<file path="config.mk">
export PLATFORM = sky130hd
export DESIGN_NAME = gpio_input_flat
export DESIGN_NICKNAME = d
export VERILOG_FILES = /design/src/rtl/gpio_input_pkg.sv /design/src/rtl/gpio_input_if.sv /design/src/rtl/gpio_debounce.sv /design/src/rtl/gpio_input.sv /design/src/flat_wrapper.sv
export SDC_FILE = /design/constraint.sdc
export NUM_CORES = 1
export LEC_CHECK = 0
export BUFFER_PORTS_ARGS = -buffer_cell sky130_fd_sc_hd__buf_4
export CORE_MARGIN = 2
export CORE_UTILIZATION = 59
export DETAILED_ROUTE_END_ITERATION = 8
export GPL_TIMING_DRIVEN = 0
export PLACE_DENSITY = 0.86
export SLEW_MARGIN = 20
export SYNTH_ARGS = -nofsm -noshare
export SYNTH_HDL_FRONTEND = slang
export SYNTH_SLANG_ARGS = --single-unit
</file>
<file path="constraint.sdc">
create_clock -name clk -period 2.28 [get_ports clk]
set_clock_uncertainty 0.15 [all_clocks]
set_input_delay 0.456 -clock clk [delete_from_list [all_inputs] [get_ports clk]]
set_output_delay 0.456 -clock clk [all_outputs]
set_load 0.01 [all_outputs]
</file>
<file path="src/rtl/gpio_input_pkg.sv">
// -----------------------------------------------------------------------------
// gpio_input_pkg
// Shared definitions for the debounced GPIO input block and the memory-stage
// address decode that drives it.
//   SEL_*          : register select encodings carried on the sel bus
//   TICK_CNT_W     : width of the debounce tick counter (covers TICK_DIV<=65535)
//   qualified_edge : decides whether a debounced transition is reportable
// -----------------------------------------------------------------------------
package gpio_input_pkg;

    localparam logic [1:0] SEL_DATA     = 2'd0;
    localparam logic [1:0] SEL_EDGE     = 2'd1;
    localparam logic [1:0] SEL_MASK     = 2'd2;
    localparam logic [1:0] SEL_POLARITY = 2'd3;

    localparam int TICK_CNT_W = 16;

    // Called only when a bit is actually changing: the new level matching the
    // polarity bit means a rising edge with POLARITY=1 or a falling edge with
    // POLARITY=0.
    function automatic logic qualified_edge(input logic new_val, input logic pol);
        return (new_val == pol);
    endfunction

endpackage

</file>
<file path="src/rtl/gpio_input_if.sv">
// -----------------------------------------------------------------------------
// gpio_input_if
// Register access bus between the memory stage and gpio_input.
//   sel     : register select (see gpio_input_pkg SEL_*)
//   we      : write strobe for the selected register
//   wr_data : write data
//   rd_data : registered read data (one-cycle latency)
//   irq     : registered interrupt request
// master = memory stage side, slave = gpio_input side.
// -----------------------------------------------------------------------------
interface gpio_input_if #(
    parameter int WORD_SIZE = 32
) ();
    import gpio_input_pkg::*;

    logic [1:0]           sel;
    logic                 we;
    logic [WORD_SIZE-1:0] wr_data;
    logic [WORD_SIZE-1:0] rd_data;
    logic                 irq;

    modport master (
        output sel,
        output we,
        output wr_data,
        input  rd_data,
        input  irq
    );

    modport slave (
        input  sel,
        input  we,
        input  wr_data,
        output rd_data,
        output irq
    );

endinterface

</file>
<file path="src/rtl/gpio_debounce.sv">
// -----------------------------------------------------------------------------
// gpio_debounce
// Per-pin front end: 2-flop synchronizer followed by the debounce sample
// history clocked by the shared tick.
//   clk, rst_n : clock, asynchronous active-low reset
//   tick       : one-cycle sample strobe from the parent's tick counter
//   pin        : raw asynchronous pin
//   samples    : 3-sample window seen on a tick, [0] = sample taken this tick,
//                [2] = oldest; only meaningful while tick is high
// -----------------------------------------------------------------------------
module gpio_debounce
    import gpio_input_pkg::*;
(
    input  logic       clk,
    input  logic       rst_n,
    input  logic       tick,
    input  logic       pin,
    output logic [2:0] samples
);

    logic [1:0] sync_q, sync_d;
    logic [1:0] hist_q, hist_d;

    // The third stage of the window is the synchronized level being captured
    // on this tick, so DATA can update on the same tick that completes three
    // agreeing samples instead of one tick later.
    always_comb begin
        sync_d = {sync_q[0], pin};
        hist_d = hist_q;
        if (tick) begin
            hist_d = {hist_q[0], sync_q[1]};
        end
    end

    always_ff @(posedge clk or negedge rst_n) begin
        if (!rst_n) begin
            sync_q <= '0;
            hist_q <= '0;
        end else begin
            sync_q <= sync_d;
            hist_q <= hist_d;
        end
    end

    assign samples = {hist_q, sync_q[1]};

endmodule

</file>
<file path="src/rtl/gpio_input.sv">
// -----------------------------------------------------------------------------
// gpio_input
// Debounced GPIO input bank with sticky, polarity-selectable edge capture,
// interrupt masking and a one-cycle-latency register read port.
//   clk      : sole clock
//   rst_n    : asynchronous active-low reset
//   pins     : WORD_SIZE external pins, asynchronous to clk
//   bus      : register bus (slave side): sel, we, wr_data in; rd_data, irq out
// Registers: DATA (debounced level, read-only), EDGE (sticky, W1C),
//            MASK (irq enable), POLARITY (1 = rising, 0 = falling).
// -----------------------------------------------------------------------------
module gpio_input
    import gpio_input_pkg::*;
#(
    parameter int WORD_SIZE = 32,
    parameter int TICK_DIV  = 16
) (
    input  logic                 clk,
    input  logic                 rst_n,
    input  logic [WORD_SIZE-1:0] pins,
    gpio_input_if.slave          bus
);

    localparam logic [TICK_CNT_W-1:0] TICK_LAST = TICK_CNT_W'(TICK_DIV - 1);

    logic [TICK_CNT_W-1:0] cnt_q, cnt_d;
    logic                  tick;

    logic [WORD_SIZE-1:0]  data_q, data_d;
    logic [WORD_SIZE-1:0]  edge_q, edge_d;
    logic [WORD_SIZE-1:0]  mask_q, mask_d;
    logic [WORD_SIZE-1:0]  pol_q, pol_d;
    logic [WORD_SIZE-1:0]  rd_data_q, rd_data_d;
    logic                  irq_q, irq_d;

    logic [WORD_SIZE-1:0]  edge_set;
    logic [WORD_SIZE-1:0]  edge_clr;
    logic [2:0]            samples [WORD_SIZE];

    // ---------------- tick counter ----------------
    assign tick  = (cnt_q == TICK_LAST);
    assign cnt_d = tick ? '0 : cnt_q + 1'b1;

    always_ff @(posedge clk or negedge rst_n) begin
        if (!rst_n) begin
            cnt_q <= '0;
        end else begin
            cnt_q <= cnt_d;
        end
    end

    // ---------------- per-pin synchronizer + sample history ----------------
    for (genvar gi = 0; gi < WORD_SIZE; gi++) begin : g_pin
        gpio_debounce u_debounce (
            .clk     (clk),
            .rst_n   (rst_n),
            .tick    (tick),
            .pin     (pins[gi]),
            .samples (samples[gi])
        );
    end

    // ---------------- DATA / EDGE ----------------
    always_comb begin
        data_d   = data_q;
        edge_set = '0;
        for (int i = 0; i < WORD_SIZE; i++) begin
            if (tick && (samples[i] == 3'b111 || samples[i] == 3'b000)
                     && (samples[i][0] != data_q[i])) begin
                data_d[i]   = samples[i][0];
                edge_set[i] = qualified_edge(samples[i][0], pol_q[i]);
            end
        end
        edge_clr = (bus.we && bus.sel == SEL_EDGE) ? bus.wr_data : '0;
        // Set is applied after clear so a same-cycle collision leaves the bit set.
        edge_d   = (edge_q & ~edge_clr) | edge_set;
    end

    always_ff @(posedge clk or negedge rst_n) begin
        if (!rst_n) begin
            data_q <= '0;
            edge_q <= '0;
        end else begin
            data_q <= data_d;
            edge_q <= edge_d;
        end
    end

    // ---------------- MASK / POLARITY ----------------
    always_comb begin
        mask_d = mask_q;
        pol_d  = pol_q;
        if (bus.we) begin
            case (bus.sel)
                SEL_MASK:     mask_d = bus.wr_data;
                SEL_POLARITY: pol_d  = bus.wr_data;
                default:      ;
            endcase
        end
    end

    always_ff @(posedge clk or negedge rst_n) begin
        if (!rst_n) begin
            mask_q <= '0;
            pol_q  <= '1;
        end else begin
            mask_q <= mask_d;
            pol_q  <= pol_d;
        end
    end

    // ---------------- read port / interrupt ----------------
    // Reads sample the current register values, so an EDGE read in the same
    // cycle as a W1C returns the pre-clear contents.
    always_comb begin
        case (bus.sel)
            SEL_DATA: rd_data_d = data_q;
            SEL_EDGE: rd_data_d = edge_q;
            SEL_MASK: rd_data_d = mask_q;
            default:  rd_data_d = pol_q;
        endcase
        irq_d = |(edge_q & mask_q);
    end

    always_ff @(posedge clk or negedge rst_n) begin
        if (!rst_n) begin
            rd_data_q <= '0;
            irq_q     <= 1'b0;
        end else begin
            rd_data_q <= rd_data_d;
            irq_q     <= irq_d;
        end
    end

    assign bus.rd_data = rd_data_q;
    assign bus.irq     = irq_q;

endmodule

</file>
<file path="src/flat_wrapper.sv">
// flat-port wrapper written by rule: the top's interface ports become plain ports
module gpio_input_flat import gpio_input_pkg::*;
#(
    parameter int WORD_SIZE = 32,
    parameter int TICK_DIV  = 16
)
  (clk, rst_n, pins, bus_sel, bus_we, bus_wr_data, bus_rd_data, bus_irq);
  gpio_input_if #(.WORD_SIZE(WORD_SIZE)) bus_i ();
  input  logic clk;
  input  logic rst_n;
  input  logic [WORD_SIZE-1:0] pins;
  input wire logic [$bits(bus_i.sel)-1:0] bus_sel;
  input wire logic [$bits(bus_i.we)-1:0] bus_we;
  input wire logic [$bits(bus_i.wr_data)-1:0] bus_wr_data;
  output wire logic [$bits(bus_i.rd_data)-1:0] bus_rd_data;
  output wire logic [$bits(bus_i.irq)-1:0] bus_irq;
  assign bus_i.sel = bus_sel;
  assign bus_i.we = bus_we;
  assign bus_i.wr_data = bus_wr_data;
  assign bus_rd_data = bus_i.rd_data;
  assign bus_irq = bus_i.irq;
  gpio_input #(.WORD_SIZE(WORD_SIZE), .TICK_DIV(TICK_DIV)) u_core (.clk(clk), .rst_n(rst_n), .pins(pins), .bus(bus_i));
endmodule
</file>
==> impl_metrics.yaml <==
timing:
  fmax_mhz: 437.6
  slew_headroom: 0.4937
  hold_viol: 0
  maxSlewViolCount: 0
  max_slew.worst_pin.slew_ns: 0.7595
  period_needed_ns: 2.285
  setup_ws_ns: -0.005113
  setup_viol: 1
  hold_ws_ns: 0.01606
  period_share: 1.002
setup_path:
  reg2reg_to: "u_core.data_q[23]"
  r2r_cells: 7
  r2r-start: "u_core.cnt_q[0]"
  worstPathMaxFanout: 10
  critPathLaunchType: "register"
  critical_path.max_stage_delay_ns: 0.46
  path_cells: "ha_2 > and3_4 > nand4_1 > buf_6 > buf_8 > a21oi_4 > mux2_1"
  cp.required_ns: 2.57
  endpoint_kind: "register"
  worstSetupPathType: "reg2reg"
  reg2reg_setup_slack_ns: -0.005
  slowest_stage: "dfrtp_1"
  worstPathArrival_ns: 2.57
floorplanning:
  ios: 102
  coreArea_mm2: 0.02082
  placementRows: 53
  start_util: 0.5968
  die-area_mm2: 0.02224
  die_w_um: 149.1
  die_h_um: 149.1
global_routing:
  grt_pass1_vias: 8123
  grt_max_degree: 91
  grt_pass1_wl_um: 43930
  grt.total_usage: 0.2569
  gr-total-overflow: 0
  antenna_found_initial: 0
logic_synthesis:
  syn_area_mm2: 0.01243
  syn_avg_cell_area_um2: 15.69
  synth_seq_cells: 305
  synth_top_area_frac: 0.5497
  synth_nets: 862
  yosysTopAreaCell: "dfrtp_1"
  synth_area_leaders: "dfrtp_1, mux2_2, dfstp_2, mux4_2, xnor2_1"
  yosysSeqAreaShare: 0.6174
  synthesis.yosys.warnings: 0
  yosysUniqueCellTypes: 36
  synthCells: 792
pwr:
  power_frac_seq: 0.506
  clkPwrFrac: 0.391
  peakVddDrop_uv: 663.6
  power.internal_mw: 9.632
  cellPowerDensity_mw_per_mm2: 821.8
  p_comb_frac: 0.103
  p_switching_mw: 2.955
  leakagePower_nw: 6.556
  swShare: 0.2348
clock_network:
  numCtsBuffers: 31
  clk_path_buf_depth: 3
  h-tree-depth: 1
  clockRootBuffer: "clkbuf_16"
  clk_pin_slew_ns: 0.06
  cts_sinks: 305
  cts_tree: "built"
  clock_latency_ns: 0.56
final_layout:
  finalNetCount: 1065
  diodes: 0
  design_area_mm2: 0.01532
  syn_to_final_growth_pct: 23.26
  final_core_util: 0.7356
  fillers: 1285
  drive_above_1_share: 0.4377
routing:
  drt-wirelength-per-cell_um: 22.00
  avgViaCountPerCell: 6.045
  vias: 7822
  drtIter0Drc: 533
  dr.pass1.iters: 5
  drc: 0
  totalWireLength_um: 28470
  ant_nets: 0
placement:
  dp.final_hpwl_um: 16970
  pre_cts_slack_ns: -0.1095
  gp_congestion: 0.8276
  port_buffers: 99
  place_area_mm2: 0.01360
status:
  violations: "negative setup slack"
  status: "finished with violations"
min_path:
  hold_path.class: "in2reg"
  min_path_cells: 2
  holdPathEnd: "u_core.mask_q[11]"
  hp-start: "bus_wr_data[11]"
flow_run:
  max_cap_viol_count: 0
-- sequential cells by signal, indices dropped and copies added, names as in the netlist --
name,cells
u_core.bus.irq,1
u_core.bus.rd_data,32
u_core.cnt_q,16
u_core.data_q,32
u_core.edge_q,32
u_core.g_pin.u_debounce.hist_q,64
u_core.g_pin.u_debounce.sync_q,64
u_core.mask_q,32
u_core.pol_q,32
-- worst max-delay path by stage --
stage                          from                                     to  slack (ns)  depth (start not counted)
global placement              rst_n  u_core.g_pin[26].u_debounce.sync_q[0]       -1.97                          1
CTS                 u_core.cnt_q[0]                      u_core.data_q[23]        0.01                          7
finish              u_core.cnt_q[0]                      u_core.data_q[23]      -0.005                          7
detailed placement  u_core.cnt_q[0]                      u_core.data_q[18]       -0.11                          6
global route        u_core.cnt_q[0]                      u_core.data_q[26]       -0.07                          7
floorplan           u_core.cnt_q[0]                      u_core.data_q[21]        0.33                          7
-- layout by cell type, fill, tap and decap left out, types with 3 or more instances in the layout --
| cell | netlist | routed |
|---|---|---|
| buf_6 | 5 | 6 |
| nand4_1 | 6 | 6 |
| clkbuf_1 | 4 | 15 |
| buf_2 | 15 | 15 |
| nor2_1 | 3 | 3 |
| a22oi_1 | 16 | 16 |
| xnor2_1 | 40 | 40 |
| buf_4 | 2 | 109 |
| or4b_2 | 32 | 32 |
| dlygate4sd3_1 | 0 | 59 |
| clkinv_2 | 0 | 6 |
| a22o_1 | 32 | 32 |
| xor2_1 | 4 | 4 |
| a21oi_1 | 22 | 17 |
| a21oi_2 | 0 | 5 |
| mux4_2 | 32 | 32 |
| clkbuf_16 | 0 | 32 |
| a21oi_4 | 10 | 10 |
| dfrtp_1 | 273 | 273 |
| mux2_2 | 150 | 150 |
| nand2_1 | 38 | 38 |
| dfstp_2 | 32 | 32 |
| buf_16 | 0 | 3 |
| inv_1 | 4 | 4 |
| nand3_1 | 8 | 8 |
| mux2_1 | 10 | 10 |
| and2_1 | 3 | 3 |
| nand4b_1 | 32 | 32 |
| clkbuf_8 | 0 | 5 |
-- worst max-delay path, delay by kind of cell (launching register included) --
kind / cells / cell delay, ns
compound gates: 1 / 0.14
fa+ha+maj: 1 / 0.24
buf+inv: 2 / 0.40
flops: 1 / 0.46
mux: 1 / 0.34
simple gates: 2 / 0.42
-- stage by stage --
stage               total power [mW]  cells  setup TNS, ns
floorplan                      6.992    792              0
global placement               7.533   1166        -562.93
detailed placement             7.625   1169         -1.052
CTS                            12.61   1285              0
global route                   13.04   1294        -0.9562
finish                         12.59   1294      -0.005113
-- power by group through the flow --
| stage | combinational [mW] | sequential, mW | clock, mW |
|---|---|---|---|
| 2_1_floorplan | 0.648 | 6.34 | 0 |
| 3_3_place_gp | 1.13 | 6.40 | 0 |
| 3_5_place_dp | 1.19 | 6.43 | 0 |
| 4_1_cts | 1.29 | 6.35 | 4.98 |
| 5_1_grt | 1.40 | 6.41 | 5.23 |
| 6_report | 1.30 | 6.37 | 4.92 |
-- cells by family after synthesis --
group | Yosys count | synth area share
AOI/OAI and AO/OA | 80 | 0.05417
xor gates and xnor gates | 44 | 0.03101
adders and majority gates | 1 | 0.001007
buffers and inverters | 32 | 0.01570
DFF | 305 | 0.6174
muxes | 194 | 0.2046
and+or+nand+nor | 136 | 0.07612
-- cells in the mapped netlist, drive strengths merged --
cell / instances
nor2b: 1
xnor2: 40
nand4b: 32
nand2: 38
inv: 4
nor2: 3
mux2: 160
nand3: 8
a22oi: 16
mux2i: 2
ha: 1
clkbuf: 4
and3: 3
a21oi: 32
xor2: 4
nor3: 3
or4b: 32
nand4: 6
and2: 3
buf: 24
nand3b: 1
nor4: 3
or4: 1
dfrtp: 273
or3b: 1
a22o: 32
dfstp: 32
mux4: 32
nor3b: 1
-- per-layer routing --
metal,vias to the layer above,share of wire,track usage
li1,3377,-,-
met4,0,0.031,0.09238
met3,63,0.063,0.04495
met5,-,0,0
met1,4074,0.40,0.3513
met2,308,0.50,0.4210
-- layout make-up --
class	instances	area [µm²]	area share
clock inverters	9	98.84	0.006453
multi-input cells	455	4592	0.2998
clock buffers	48	889.6	0.05808
inverters	4	15.01	0.0009802
repair buffers	170	1514	0.09884
plain buffers	28	191.4	0.01250
flip-flops and latches	305	7672	0.5009
well taps	275	344.1	0.02246
-- timing repair --
action,4_1_cts,5_1_grt
hold buffers,59,0
endpoints found under the setup margin,21,120
pin swaps,0,1
hold endpoints to repair,130,0
gates cloned,0,1
resized for setup,4,12
setup buffers,0,8
Note: power is estimated with default switching activity, not from simulation.
